<file path="src/rtl/issue_wakeup_pipeline_pkg.sv">
// Shared scheduler definitions for the issue/wakeup pipeline: per-stage payload,
// port-class latencies and the lane offsets of each port class.
package issue_wakeup_pipeline_pkg;

  localparam int ENTRY_NUM = 16;
  localparam int PTR_W     = $clog2(ENTRY_NUM);
  localparam int TAG_W     = 7;

  localparam int INT_W   = 2;
  localparam int COMP_W  = 1;
  localparam int LOAD_W  = 1;
  localparam int STORE_W = 1;
  localparam int ISSUE_W = INT_W + COMP_W + LOAD_W + STORE_W;

  localparam int COMP_LAT = 3;
  localparam int LOAD_LAT = 2;

  // Lane order on every per-port vector: int, complex, load, store.
  localparam int INT_BASE   = 0;
  localparam int COMP_BASE  = INT_BASE + INT_W;
  localparam int LOAD_BASE  = COMP_BASE + COMP_W;
  localparam int STORE_BASE = LOAD_BASE + LOAD_W;

  typedef struct packed {
    logic             valid;
    logic [PTR_W-1:0] ptr;
    logic [TAG_W-1:0] tag;
    logic             dstValid;
  } IssueWakeupStage;

endpackage

</file>
<file path="src/rtl/issue_wakeup_pipeline_if.sv">
// Grant and wakeup/release bundle between the select logic (master) and the
// issue/wakeup pipeline (slave).
interface issue_wakeup_pipeline_if #(
  parameter int ISSUE_W   = 5,
  parameter int ENTRY_NUM = 16,
  parameter int TAG_W     = 7,
  parameter int LOAD_W    = 1
);
  localparam int PTR_W = $clog2(ENTRY_NUM);

  logic [ISSUE_W-1:0]             selected;
  logic [ISSUE_W-1:0][PTR_W-1:0]  selectedPtr;
  logic [ISSUE_W-1:0][TAG_W-1:0]  dstTag;
  logic [ISSUE_W-1:0]             dstValid;
  logic                           flush;
  logic [LOAD_W-1:0]              loadCancel;
  logic [ISSUE_W-1:0]             wakeupValid;
  logic [ISSUE_W-1:0][TAG_W-1:0]  wakeupTag;
  logic [ENTRY_NUM-1:0]           releaseVector;
  logic [ENTRY_NUM-1:0]           replayVector;
  logic [ENTRY_NUM-1:0]           inflightVector;
  logic                           busy;

  modport master (
    output selected, selectedPtr, dstTag, dstValid, flush, loadCancel,
    input  wakeupValid, wakeupTag, releaseVector, replayVector, inflightVector, busy
  );

  modport slave (
    input  selected, selectedPtr, dstTag, dstValid, flush, loadCancel,
    output wakeupValid, wakeupTag, releaseVector, replayVector, inflightVector, busy
  );

endinterface

</file>
<file path="src/rtl/issue_wakeup_pipeline_delay_line.sv">
// Fixed-depth grant shift register for one issue port; exposes the final stage
// and a one-hot-OR mask of every entry it currently holds.
module wakeup_delay_line #(
  parameter int DEPTH     = 1,
  parameter int ENTRY_NUM = 16
) (
  input  logic                                      clk,
  input  logic                                      rst_n,
  input  logic                                      flush,
  input  issue_wakeup_pipeline_pkg::IssueWakeupStage grant,
  output issue_wakeup_pipeline_pkg::IssueWakeupStage finalStage,
  output logic [ENTRY_NUM-1:0]                      inflightMask,
  output logic                                      anyValid
);
  import issue_wakeup_pipeline_pkg::*;

  logic [DEPTH-1:0] vld;
  logic [PTR_W-1:0] ptrStage [DEPTH];
  logic [TAG_W-1:0] tagStage [DEPTH];
  logic [DEPTH-1:0] dstStage;

  // Stage valids: the only state that reset and flush touch.
  always_ff @(posedge clk or negedge rst_n) begin
    if (!rst_n) begin
      vld <= '0;
    end else if (flush) begin
      vld <= '0;
    end else begin
      vld[0] <= grant.valid;
      for (int k = 1; k < DEPTH; k++) vld[k] <= vld[k-1];
    end
  end

  // Payload advances unconditionally; it is only ever observed under its valid.
  always_ff @(posedge clk) begin
    ptrStage[0] <= grant.ptr;
    tagStage[0] <= grant.tag;
    dstStage[0] <= grant.dstValid;
    for (int k = 1; k < DEPTH; k++) begin
      ptrStage[k] <= ptrStage[k-1];
      tagStage[k] <= tagStage[k-1];
      dstStage[k] <= dstStage[k-1];
    end
  end

  always_comb begin
    inflightMask = '0;
    for (int k = 0; k < DEPTH; k++) begin
      if (vld[k]) inflightMask[ptrStage[k]] = 1'b1;
    end
  end

  assign finalStage = '{valid:    vld[DEPTH-1],
                        ptr:      ptrStage[DEPTH-1],
                        tag:      tagStage[DEPTH-1],
                        dstValid: dstStage[DEPTH-1]};
  assign anyValid   = |vld;

endmodule

</file>
<file path="src/rtl/issue_wakeup_pipeline.sv">
// Holds each granted op for its port-class latency, then broadcasts its tag and
// frees (or, on a load miss, replays) its issue-queue entry.
module issue_wakeup_pipeline #(
  parameter int ENTRY_NUM = issue_wakeup_pipeline_pkg::ENTRY_NUM,
  parameter int INT_W     = issue_wakeup_pipeline_pkg::INT_W,
  parameter int COMP_W    = issue_wakeup_pipeline_pkg::COMP_W,
  parameter int LOAD_W    = issue_wakeup_pipeline_pkg::LOAD_W,
  parameter int STORE_W   = issue_wakeup_pipeline_pkg::STORE_W,
  parameter int TAG_W     = issue_wakeup_pipeline_pkg::TAG_W,
  parameter int COMP_LAT  = issue_wakeup_pipeline_pkg::COMP_LAT,
  parameter int LOAD_LAT  = issue_wakeup_pipeline_pkg::LOAD_LAT
) (
  input logic                     clk,
  input logic                     rst_n,
  issue_wakeup_pipeline_if.slave  bus
);
  localparam int ISSUE_W = INT_W + COMP_W + LOAD_W + STORE_W;

  import issue_wakeup_pipeline_pkg::*;

  localparam logic [ISSUE_W-1:0] STORE_MASK = ISSUE_W'((1 << STORE_W) - 1) << STORE_BASE;

  IssueWakeupStage      grantStage [ISSUE_W];
  IssueWakeupStage      finalStage [ISSUE_W];
  logic [ENTRY_NUM-1:0] portMask   [ISSUE_W];
  logic [ISSUE_W-1:0]   portBusy;
  logic [ISSUE_W-1:0]   cancelLane;

  for (genvar p = 0; p < ISSUE_W; p++) begin : gPort
    localparam int DEPTH = (p >= STORE_BASE) ? 1 :
                           (p >= LOAD_BASE)  ? LOAD_LAT :
                           (p >= COMP_BASE)  ? COMP_LAT : 1;

    // Grants coinciding with a flush are dropped at the pipeline entrance.
    assign grantStage[p] = '{valid:    bus.selected[p] & ~bus.flush,
                             ptr:      bus.selectedPtr[p],
                             tag:      bus.dstTag[p],
                             dstValid: bus.dstValid[p]};

    wakeup_delay_line #(.DEPTH(DEPTH), .ENTRY_NUM(ENTRY_NUM)) uLine (
      .clk          (clk),
      .rst_n        (rst_n),
      .flush        (bus.flush),
      .grant        (grantStage[p]),
      .finalStage   (finalStage[p]),
      .inflightMask (portMask[p]),
      .anyValid     (portBusy[p])
    );
  end

  assign cancelLane = ISSUE_W'(bus.loadCancel) << LOAD_BASE;

  // Final-stage decode: a cancelled load neither wakes up nor releases; flush
  // leaves wakeups visible but masks entry release/replay.
  always_comb begin
    bus.wakeupValid    = '0;
    bus.wakeupTag      = '0;
    bus.releaseVector  = '0;
    bus.replayVector   = '0;
    bus.inflightVector = '0;
    for (int p = 0; p < ISSUE_W; p++) begin
      if (finalStage[p].valid) begin
        if (!STORE_MASK[p] && !cancelLane[p] && finalStage[p].dstValid) begin
          bus.wakeupValid[p] = 1'b1;
          bus.wakeupTag[p]   = finalStage[p].tag;
        end
        if (!bus.flush) begin
          if (cancelLane[p]) bus.replayVector[finalStage[p].ptr]  = 1'b1;
          else               bus.releaseVector[finalStage[p].ptr] = 1'b1;
        end
      end
      bus.inflightVector = bus.inflightVector | portMask[p];
    end
  end

  assign bus.busy = |portBusy;

endmodule
</file>
<file path="src/flat_wrapper.sv">
// flat-port wrapper written by rule: the top's interface ports become plain ports
module issue_wakeup_pipeline_flat import issue_wakeup_pipeline_pkg::*;
#(
  parameter int ENTRY_NUM = issue_wakeup_pipeline_pkg::ENTRY_NUM,
  parameter int INT_W     = issue_wakeup_pipeline_pkg::INT_W,
  parameter int COMP_W    = issue_wakeup_pipeline_pkg::COMP_W,
  parameter int LOAD_W    = issue_wakeup_pipeline_pkg::LOAD_W,
  parameter int STORE_W   = issue_wakeup_pipeline_pkg::STORE_W,
  parameter int TAG_W     = issue_wakeup_pipeline_pkg::TAG_W,
  parameter int COMP_LAT  = issue_wakeup_pipeline_pkg::COMP_LAT,
  parameter int LOAD_LAT  = issue_wakeup_pipeline_pkg::LOAD_LAT
)
  (clk, rst_n, bus_selected, bus_selectedPtr, bus_dstTag, bus_dstValid, bus_flush, bus_loadCancel, bus_wakeupValid, bus_wakeupTag, bus_releaseVector, bus_replayVector, bus_inflightVector, bus_busy);
  issue_wakeup_pipeline_if #(.ENTRY_NUM(ENTRY_NUM), .TAG_W(TAG_W), .LOAD_W(LOAD_W)) bus_i ();
  input logic clk;
  input logic rst_n;
  input wire logic [$bits(bus_i.selected)-1:0] bus_selected;
  input wire logic [$bits(bus_i.selectedPtr)-1:0] bus_selectedPtr;
  input wire logic [$bits(bus_i.dstTag)-1:0] bus_dstTag;
  input wire logic [$bits(bus_i.dstValid)-1:0] bus_dstValid;
  input wire logic [$bits(bus_i.flush)-1:0] bus_flush;
  input wire logic [$bits(bus_i.loadCancel)-1:0] bus_loadCancel;
  output wire logic [$bits(bus_i.wakeupValid)-1:0] bus_wakeupValid;
  output wire logic [$bits(bus_i.wakeupTag)-1:0] bus_wakeupTag;
  output wire logic [$bits(bus_i.releaseVector)-1:0] bus_releaseVector;
  output wire logic [$bits(bus_i.replayVector)-1:0] bus_replayVector;
  output wire logic [$bits(bus_i.inflightVector)-1:0] bus_inflightVector;
  output wire logic [$bits(bus_i.busy)-1:0] bus_busy;
  assign bus_i.selected = bus_selected;
  assign bus_i.selectedPtr = bus_selectedPtr;
  assign bus_i.dstTag = bus_dstTag;
  assign bus_i.dstValid = bus_dstValid;
  assign bus_i.flush = bus_flush;
  assign bus_i.loadCancel = bus_loadCancel;
  assign bus_wakeupValid = bus_i.wakeupValid;
  assign bus_wakeupTag = bus_i.wakeupTag;
  assign bus_releaseVector = bus_i.releaseVector;
  assign bus_replayVector = bus_i.replayVector;
  assign bus_inflightVector = bus_i.inflightVector;
  assign bus_busy = bus_i.busy;
  issue_wakeup_pipeline #(.ENTRY_NUM(ENTRY_NUM), .INT_W(INT_W), .COMP_W(COMP_W), .LOAD_W(LOAD_W), .STORE_W(STORE_W), .TAG_W(TAG_W), .COMP_LAT(COMP_LAT), .LOAD_LAT(LOAD_LAT)) u_core (.clk(clk), .rst_n(rst_n), .bus(bus_i));
endmodule
</file>
<file path="config.mk">
export PLATFORM = sky130hd
export DESIGN_NAME = issue_wakeup_pipeline_flat
export DESIGN_NICKNAME = d
export VERILOG_FILES = /design/src/rtl/issue_wakeup_pipeline_pkg.sv /design/src/rtl/issue_wakeup_pipeline_if.sv /design/src/rtl/issue_wakeup_pipeline_delay_line.sv /design/src/rtl/issue_wakeup_pipeline.sv /design/src/flat_wrapper.sv
export SDC_FILE = /design/constraint.sdc
export NUM_CORES = 1
export LEC_CHECK = 0
export CAP_MARGIN = 10
export CORE_MARGIN = 4
export CORE_UTILIZATION = 46
export DETAILED_ROUTE_END_ITERATION = 6
export PLACE_DENSITY_LB_ADDON = 0.1
export SYNTH_ARGS = -nofsm -noshare
export SYNTH_HDL_FRONTEND = slang
export SYNTH_SLANG_ARGS = --single-unit
</file>
<file path="constraint.sdc">
create_clock -name clk -period 2.1 [get_ports clk]
set_input_delay 0.315 -clock clk [delete_from_list [all_inputs] [get_ports clk]]
set_output_delay 0.315 -clock clk [all_outputs]
set_load 0.01 [all_outputs]
</file>
# After elaboration in Yosys (flattened, before gate mapping)
# Memories as Yosys holds them, arrays and structs flattened.
# Cells that the tools add are included.
dict set report word_totals {
  ff_bits 15
  mem_bits_rw 81
  in_bits 69
  output_inout_bits 89
  wordCells 121
  n_memories 9
}
dict set report classes {
  magnitude_cmp 16
  n_mux 59
  bitwise_logic 17
  n_reduce_logical 11
}
# name depth word_bits rd rd_clocked_by_memory_dff write_ports line
set memory_table {}
lappend memory_table {{u_core.gPort[2].uLine.tagStage} 3 7 3 0 3 issue_wakeup_pipeline_delay_line.sv:19} ;# logic [TAG_W-1:0] tagStage [DEPTH];
lappend memory_table {{u_core.gPort[3].uLine.tagStage} 2 7 2 0 2 issue_wakeup_pipeline_delay_line.sv:19}
lappend memory_table {{u_core.gPort[2].uLine.ptrStage} 3 4 3 0 3 issue_wakeup_pipeline_delay_line.sv:18} ;# logic [PTR_W-1:0] ptrStage [DEPTH];
lappend memory_table {{u_core.gPort[3].uLine.ptrStage} 2 4 2 0 2 issue_wakeup_pipeline_delay_line.sv:18}
lappend memory_table {{u_core.gPort[0].uLine.tagStage} 1 7 1 0 1 issue_wakeup_pipeline_delay_line.sv:19}
lappend memory_table {{u_core.gPort[1].uLine.tagStage} 1 7 1 0 1 issue_wakeup_pipeline_delay_line.sv:19}
lappend memory_table {{+3 memories} - - - - - -}
# operator n
set ops {}
lappend ops {{$mux 16} 22}
lappend ops {{$or 16x16->16} 11}
lappend ops {{$mux 7} 8}
lappend ops {{$lt 4x5->1 const B} 8}
lappend ops {{$demux 1 s4} 8}
lappend ops {{$ge 4x1->1 const B} 8}
lappend ops {{$mux 1} 19}
lappend ops {{$logic_and 1x1->1} 9}
lappend ops {{$reduce_or 8->1} 1}
lappend ops {{$and 1x1->1} 5}
lappend ops {{$mux 3} 1}
lappend ops {{$mux 2} 1}
lappend ops {{$logic_not 1->1} 1}
lappend ops {{$not 1->1} 1}

# Logic depth before layout (Yosys ltp)
# Gate-level depths: netlist of the first run.
# An unclocked memory read counts as a cell.
dict set report depth {
  depth_word 20
  ltp_mapped 5
  ltp_nobuf 4
}

# Cells and area by module
# A second synthesis of the first run with hierarchy kept.
dict set report unflattened {
  cells_unflattened 571
  hier_area_um2 5008.6
}
# module instances cells_per_inst area_each_um2 seq_area_each_um2
set by_module_without_submodules {}
lappend by_module_without_submodules {issue_wakeup_pipeline 1 237 1417.6 0.0}
lappend by_module_without_submodules {{wakeup_delay_line at u_core.gPort[2].uLine} 1 126 1347.5 795.8}
lappend by_module_without_submodules {{wakeup_delay_line at u_core.gPort[3].uLine} 1 79 887.1 530.5}
lappend by_module_without_submodules {{wakeup_delay_line at u_core.gPort[0].uLine ...} 2 43 432.9 265.3}
lappend by_module_without_submodules {{wakeup_delay_line at u_core.gPort[4].uLine} 1 43 490.5 265.3}

# Worst setup path after synthesis of the first run
# OpenSTA, ideal clock, no wires.
dict set report synth_timing {
  kind {flip-flop to output port}
  start {memory u_core.gPort[3].uLine.ptrStage[0][7] (netlist bit)}
  end {output port bus_releaseVector[3]}
  arrival_time_ns 1.240
  t_required_ns 1.785
  setup_slack_ns 0.545
  path_stages_with_launch 6
  path_buffers 1
  path_cell_list {dfxtp_1 or2_1 buf_6 nor3b_4 nand3_1 a21oi_1}
}
# element line
set synth_lines {}
lappend synth_lines {{start, declared} issue_wakeup_pipeline_delay_line.sv:18}
lappend synth_lines {{end, declared} flat_wrapper.sv:25} ;# output wire logic [$bits(bus_i.releaseVector)-1:0] bus_releaseVector;

# Worst setup path after layout of the first run
dict set report layout_timing {
  start {register u_core.gPort[0].uLine.vld}
  end {output port bus_releaseVector[12]}
}
dict set report layout_via {
  elab_chain_len 14
}
# element line
set layout_rtl {}
lappend layout_rtl {{start, declared} issue_wakeup_pipeline_delay_line.sv:17} ;# logic [DEPTH-1:0] vld;
lappend layout_rtl {{$mux 16 (*)} issue_wakeup_pipeline.sv:62} ;# if (finalStage[p].valid) begin
lappend layout_rtl {{$or 16x16->16 (no line)} -}
lappend layout_rtl {{$mux 16} issue_wakeup_pipeline.sv:67} ;# if (!bus.flush) begin
lappend layout_rtl {{$mux 16 (*)} issue_wakeup_pipeline.sv:62}
lappend layout_rtl {{$or 16x16->16 (no line)} -}
lappend layout_rtl {{$mux 16} issue_wakeup_pipeline.sv:67}
lappend layout_rtl {{$mux 16 (*)} issue_wakeup_pipeline.sv:62}
lappend layout_rtl {{$or 16x16->16 (no line)} -}
lappend layout_rtl {{$mux 16} issue_wakeup_pipeline.sv:68} ;# if (cancelLane[p]) bus.replayVector[finalStage[p].ptr] = 1'b1;
lappend layout_rtl {{$mux 16} issue_wakeup_pipeline.sv:67}
lappend layout_rtl {{$mux 16 (*)} issue_wakeup_pipeline.sv:62}
lappend layout_rtl {{$or 16x16->16 (no line)} -}
lappend layout_rtl {{$mux 16} issue_wakeup_pipeline.sv:67}
lappend layout_rtl {{$mux 16 (*)} issue_wakeup_pipeline.sv:62}
# Mark *: on every way between the ends. The rest lies on a longest branch, timed or not.

==> results of run 1 <==
## metrics by stage
step / std cells / TNS, ps / cell area [sq um] / util (%) / hold WS [ps]
2_1_floorplan: 424 / 0 / 3900 / - / 19.4
3_3_place_gp: 706 / -8290 / 5760 / 70.1 / 310
3_5_place_dp: 706 / -9440 / 5760 / 70.1 / 312
4_1_cts: 742 / -1660 / 6340 / 77.2 / 209
5_1_grt: 745 / -4840 / 6600 / 80.3 / 215
6_report: 745 / -2250 / 6600 / 80.3 / 220
## routing by layer
metal,share of wire [%],up-vias
li1,-,1929
met1,38,1956
met2,49,246
met3,8.8,38
met4,4.0,0
met5,0,-
## worst max-delay path, cell delays in order (launching register included)
cell and delay (ps):
dfrtp_1 420, buf_6 130, nand3b_1 170, buf_6 150, o22ai_4 80, a221oi_4 340
buf_6 150, a21oi_2 50, buf_2 150
## area by class of cell
cell class | instances | area, sq um
Timing Repair Buffer | 222 | 1960
Multi-Input combinational cell | 303 | 2310
Fill cell | 549 | 1620
Inverter | 3 | 11.3
Clock buffer | 10 | 138
Tap cell | 105 | 131
Clock inverter | 6 | 56.3
Sequential cell | 96 | 1990
## power by group
part | switching, mW | leakage, nW | total (mW) | internal [mW]
sequential | 0.0819 | 0.843 | 2.00 | 1.92
clock | 0.721 | 0.0973 | 1.21 | 0.492
combinational | 0.257 | 2.15 | 0.568 | 0.311
total | 1.06 | 3.09 | 3.78 | 2.72
## synth_stat cells, types with 3 or more instances
library cell,instances,share of area (%)
nand3b_1,11,2.1
nand2b_1,12,1.9
nor3_1,4,0.52
or2_2,3,0.48
and2_1,8,1.3
nor2_1,36,3.5
and3b_1,4,0.90
dfxtp_1,88,45
nor3b_1,7,1.4
clkbuf_1,10,0.97
a21oi_1,16,2.1
nor2b_1,20,3.2
inv_1,3,0.29
a221oi_1,13,2.9
dfrtp_1,8,5.2
and3_1,35,5.6
nand3_1,17,2.2
or3b_1,4,0.90
o22ai_1,21,3.4
buf_4,9,1.7
a22oi_1,6,1.2
o2111ai_1,11,2.5
a211oi_1,3,0.58
nand2_1,44,4.3
## registers in the layout, indices dropped and copies added, names as in the netlist
name                         cells
u_core.gPort.uLine.tagStage     49
u_core.gPort.uLine.ptrStage     32
u_core.gPort.uLine.anyValid      3
u_core.gPort.uLine.vld           5
u_core.gPort.uLine.dstStage      7
## worst max-delay path by stage
stage	end	slack (ps)	start
after floorplan	bus_releaseVector[3]	540	u_core.gPort[3].uLine.ptrStage[0][7]
after global placement	bus_releaseVector[5]	-230	bus_loadCancel
after detailed placement	bus_releaseVector[15]	-270	bus_loadCancel
after CTS	bus_inflightVector[4]	-240	u_core.gPort[0].uLine.anyValid
after global routing	bus_inflightVector[6]	-270	u_core.gPort[2].uLine.vld[2]
final	bus_releaseVector[12]	-210	u_core.gPort[0].uLine.anyValid
## timing repair
item | CTS | global route
pin swaps | 24 | 21
setup buffers | 22 | 8
setup endpoints to repair | 57 | 50
hold buffers | 0 | 0
cloned | 0 | 0
gates resized for setup | 234 | 69
## cells by family (layout without fill, tap and decap cells)
group                  count (synthesis)  in the layout  share of synthesized area, %
AOI/OAI and AO/OA                     77             77                          14.4
buffers and inverters                 25            241                          3.71
DFF                                   96             96                          50.6
other                                  1              8                        0.0967
and+or+nand+nor                      218            218                          31.1
==> flow_summary.json, run 1 <==
{
  "status": "complete, but fails checks",
  "violations": "setup timing",
  "place_congestion": 0.936,
  "vias": 4169,
  "power.density_nw_per_um2": 574,
  "area_growth_pct": 70.2,
  "power_mw": 3.78,
  "ys_ff_latch": 96,
  "synth_edf_count": 0,
  "path_class": "flip-flop to output pin",
  "hold_class": "input port to asynchronous set/reset pin",
  "viasPerCell": 5.60,
  "nets": 704,
  "use_met2_pct": 44.7,
  "slew_viol_final": 0,
  "rsz0062_at_grt": "yes",
  "async_flop_share_pct": 8.33,
  "synthDistinctLibCells": 44,
  "grt_max_degree": 19,
  "setup_viol": 26,
  "syn_area_sq_um": 3880,
  "rrSetupSlack_ps": 1250,
  "portBuffers": 141,
  "ys.flop_type": "dfxtp_1",
  "grt_pass1_vias": 4021,
  "initial_core_util_pct": 47.2,
  "clkLatencyLatePin_ps": 360,
  "dp_hpwl_um": 9750,
  "dr.first_iter.drc_count": 272,
  "power_leakage_nw": 3.09,
  "antenna_found_initial": 0,
  "cts_tree": "built",
  "cts.clk_slew.worst_paths_ps": 110,
  "fp.dieW_um": 99.8,
  "grt_pass1_wl_um": 20600,
  "clkSinkCount": 96,
  "top_usage_layer": "met2",
  "avgSynthCellArea_sq_um": 9.30,
  "r2r-start": "u_core.gPort[3].uLine.vld[0]",
  "ant_nets": 0,
  "placementRows": 33,
  "r2r-end": "u_core.gPort[3].uLine.vld[1]",
  "ys_warn_count": 0,
  "max_freq_ghz": 0.434,
  "worst_pin_slew_ps": 510,
  "pre_cts_ws_ps": -271,
  "yosysSeqAreaShare_pct": 50.6,
  "die_h_um": 99.8,
  "ios": 158,
  "end_kind": "output pin",
  "use_met3_pct": 6.25,
  "drive_gt1_share_pct": 36.3,
  "n_antenna_cell": 0,
  "startpoint_type": "flip-flop",
  "fin_skew_ps": 16.5,
  "period_share_pct": 110,
  "critPathMaxFanout": 4,
  "ir_worst_vdd_uv": 518,
  "totalWireLength_um": 14100,
  "cp.arrival_ps": 1990,
  "core_sq_um": 8220,
  "drc_errors": 0,
  "r2r.worst_path.cells": 2,
  "mostFrequentLayoutCells": "72 x dfxtp_1, 68 x clkdlybuf4s50_1, 66 x buf_4, 42 x nand2_1, 35 x and3_1",
  "grt_use_total_pct": 26.4,
  "cts_buffers": 9,
  "crit_required_ps": 1780,
  "maxCapViolCount": 0,
  "htreeDepth": 3,
  "maxSlewHeadroom_pct": 65.9,
  "gr-total-overflow": 0,
  "root_buffer": "clkbuf_8",
  "hold_viol": 0,
  "layout_setup_ws_ps": -205,
  "routedWlPerCell_um": 18.9,
  "final_common_cell": "dfxtp_1",
  "drt-pass1-iter-count": 7,
  "use_met1_pct": 32.5,
  "syn_inst": 417,
  "cts.path.max_buffers": 2,
  "fin_crit_ps": 2310,
  "dieArea_sq_um": 9960
}
(Power assumes the default switching activity.)
==> run 2: changes to the inputs <==
- clock period: 2.1 -> 2.8 ns (I/O delays scaled with it)
==> flow_summary.json, run 2 (same netlist as run 1, synthesis figures left out) <==
{
  "worst_pin_slew_ps": 649,
  "power_leakage_nw": 2.30,
  "fin_hold_ws_ps": 331,
  "critPathMaxFanout": 5,
  "top_register": "u_core.gPort.uLine.tagStage",
  "fillers": 654,
  "slew_viol_final": 0,
  "crit_path_end": "bus_releaseVector[4]",
  "rrSetupSlack_ps": 2020,
  "viasPerCell": 5.56,
  "cts_tree": "built",
  "clkLatencyLatePin_ps": 350,
  "die_h_um": 99.8,
  "ir_worst_vdd_uv": 546,
  "r2r.worst_path.cells": 1,
  "crit_start": "u_core.gPort[2].uLine.vld[2]",
  "htreeDepth": 3,
  "grt_pass1_wl_um": 18000,
  "max_freq_ghz": 0.366,
  "r2r-start": "u_core.gPort[3].uLine.vld[0]",
  "antenna_found_initial": 0,
  "initial_core_util_pct": 47.2,
  "final_util_pct": 68.8,
  "fin_skew_ps": 8.41,
  "setup_viol": 0,
  "period_share_pct": 97.5,
  "tns_ps": 0,
  "gr-total-overflow": 0,
  "totalWireLength_um": 11800,
  "cp.arrival_ps": 2310,
  "ios": 158,
  "maxCapViolCount": 0,
  "power.density_nw_per_um2": 473,
  "area_growth_pct": 45.9,
  "nets": 634,
  "cts.path.max_buffers": 2,
  "drt-pass1-iter-count": 5,
  "startpoint_type": "flip-flop",
  "end_kind": "output pin",
  "routedWlPerCell_um": 17.5,
  "dr.first_iter.drc_count": 221,
  "placed_area_sq_um": 5390,
  "placementRows": 33,
  "drc_errors": 0,
  "vias": 3756,
  "grt_max_degree": 19,
  "cp_slowest_stage_delay_ps": 550,
  "hold_viol": 0,
  "design_area_sq_um": 5650,
  "layout_setup_ws_ps": 70.3,
  "place_congestion": 0.935,
  "status": "finished, final reports clean",
  "grt_pass1_vias": 3572,
  "rsz0062_at_grt": "no",
  "hold_depth": 0,
  "pre_cts_ws_ps": 150,
  "final_common_cell": "clkdlybuf4s50_1",
  "ant_nets": 0,
  "core_sq_um": 8220,
  "drive_gt1_share_pct": 9.12,
  "crit_slowest_cell": "clkdlybuf4s50_1",
  "reg.largest.list": "u_core.gPort.uLine.tagStage (49), u_core.gPort.uLine.ptrStage (32), u_core.gPort.uLine.dstStage (7)",
  "path_class": "flip-flop to output pin",
  "n_antenna_cell": 0,
  "cts_buffers": 9,
  "clkSinkCount": 96,
  "fin_crit_ps": 2730,
  "fp.dieW_um": 99.8,
  "portBuffers": 141,
  "crit_required_ps": 2380,
  "path_cells": "or3b_4, o32ai_2, a211oi_2, a21oi_2, clkdlybuf4s50_1",
  "dp_hpwl_um": 9180,
  "grt_use_total_pct": 23.0,
  "hold_class": "flip-flop to flip-flop",
  "mostFrequentLayoutCells": "136 x clkdlybuf4s50_1, 87 x dfxtp_1, 44 x nand2_1, 36 x nor2_1, 35 x and3_1",
  "root_buffer": "clkbuf_8",
  "dieArea_sq_um": 9960,
  "maxSlewHeadroom_pct": 56.6,
  "cts.clk_slew.worst_paths_ps": 100,
  "r2r-end": "u_core.gPort[3].uLine.vld[1]",
  "largest_reg_flops": 49
}
run 2: changes by cell type in the layout (fill, tap and decap cells not counted), moves of 9 or more:
cell and change:
a21oi_1 +9, a21oi_2 -9, buf_2 -26, buf_4 -55, buf_6 -16, clkdlybuf4s15_1 -9, clkdlybuf4s50_1 +68, dfxtp_1 +15
dfxtp_2 -13, dlygate4sd2_1 -19, dlymetal6s2s_1 -10, o22ai_1 +9
run 2: cell type report:
class,count,area (sq um),area share [%]
clock buffers,10,128,2.26
clock inverters,6,56.3,0.996
inverters,3,11.3,0.199
multi-input cells,303,1850,32.8
flip-flops and latches,96,1970,34.8
well taps,105,131,2.32
repair buffers,152,1510,26.6
run 2: per-layer routing:
metal	part of all wire [%]	wire (um)	track usage, %	vias up
met1	40	4750	28.5	1716
met5	0	0	0	-
met4	3.4	400	8.30	0
li1	-	-	-	1791
met2	47	5570	38.9	221
met3	9.3	1100	5.56	28
run 2: timing repair:
item	CTS	global route
buffers inserted	1	0
pin swaps	0	1
endpoints found under the hold margin	0	0
resized for setup	2	18
hold buffers	0	0
setup endpoints to repair	3	27
run 2: worst min-delay path by stage:
stage                     slack [ps]                                  start                                     to
after CTS                        330  u_core.gPort[2].uLine.tagStage[0][13]  u_core.gPort[2].uLine.tagStage[0][20]
after detailed placement         310   u_core.gPort[2].uLine.tagStage[0][9]  u_core.gPort[2].uLine.tagStage[0][16]
after global routing             340   u_core.gPort[2].uLine.tagStage[0][3]  u_core.gPort[2].uLine.tagStage[0][10]
after floorplan                  120                                  rst_n         u_core.gPort[0].uLine.anyValid
final                            330  u_core.gPort[2].uLine.tagStage[0][13]  u_core.gPort[2].uLine.tagStage[0][20]
after global placement           310   u_core.gPort[2].uLine.tagStage[0][7]  u_core.gPort[2].uLine.tagStage[0][14]
run 2: power by group:
group,switching [mW],internal [mW],total [mW]
clock network,0.510,0.346,0.856
logic,0.134,0.180,0.314
registers,0.0665,1.44,1.51
run 2: worst max-delay path, delay by kind of cell, from the launching register on:
kind | cells | cell delay, ps
compound gates | 3 | 550
buf+inv | 1 | 550
flops | 1 | 430
simple gates | 1 | 440
run 2: metrics by stage:
| stage | power, mW | cells |
|---|---|---|
| after floorplan | 1.65 | 424 |
| after global placement | 1.83 | 658 |
| after detailed placement | 1.84 | 658 |
| after CTS | 2.69 | 675 |
| after global routing | 2.80 | 675 |
| final | 2.68 | 675 |
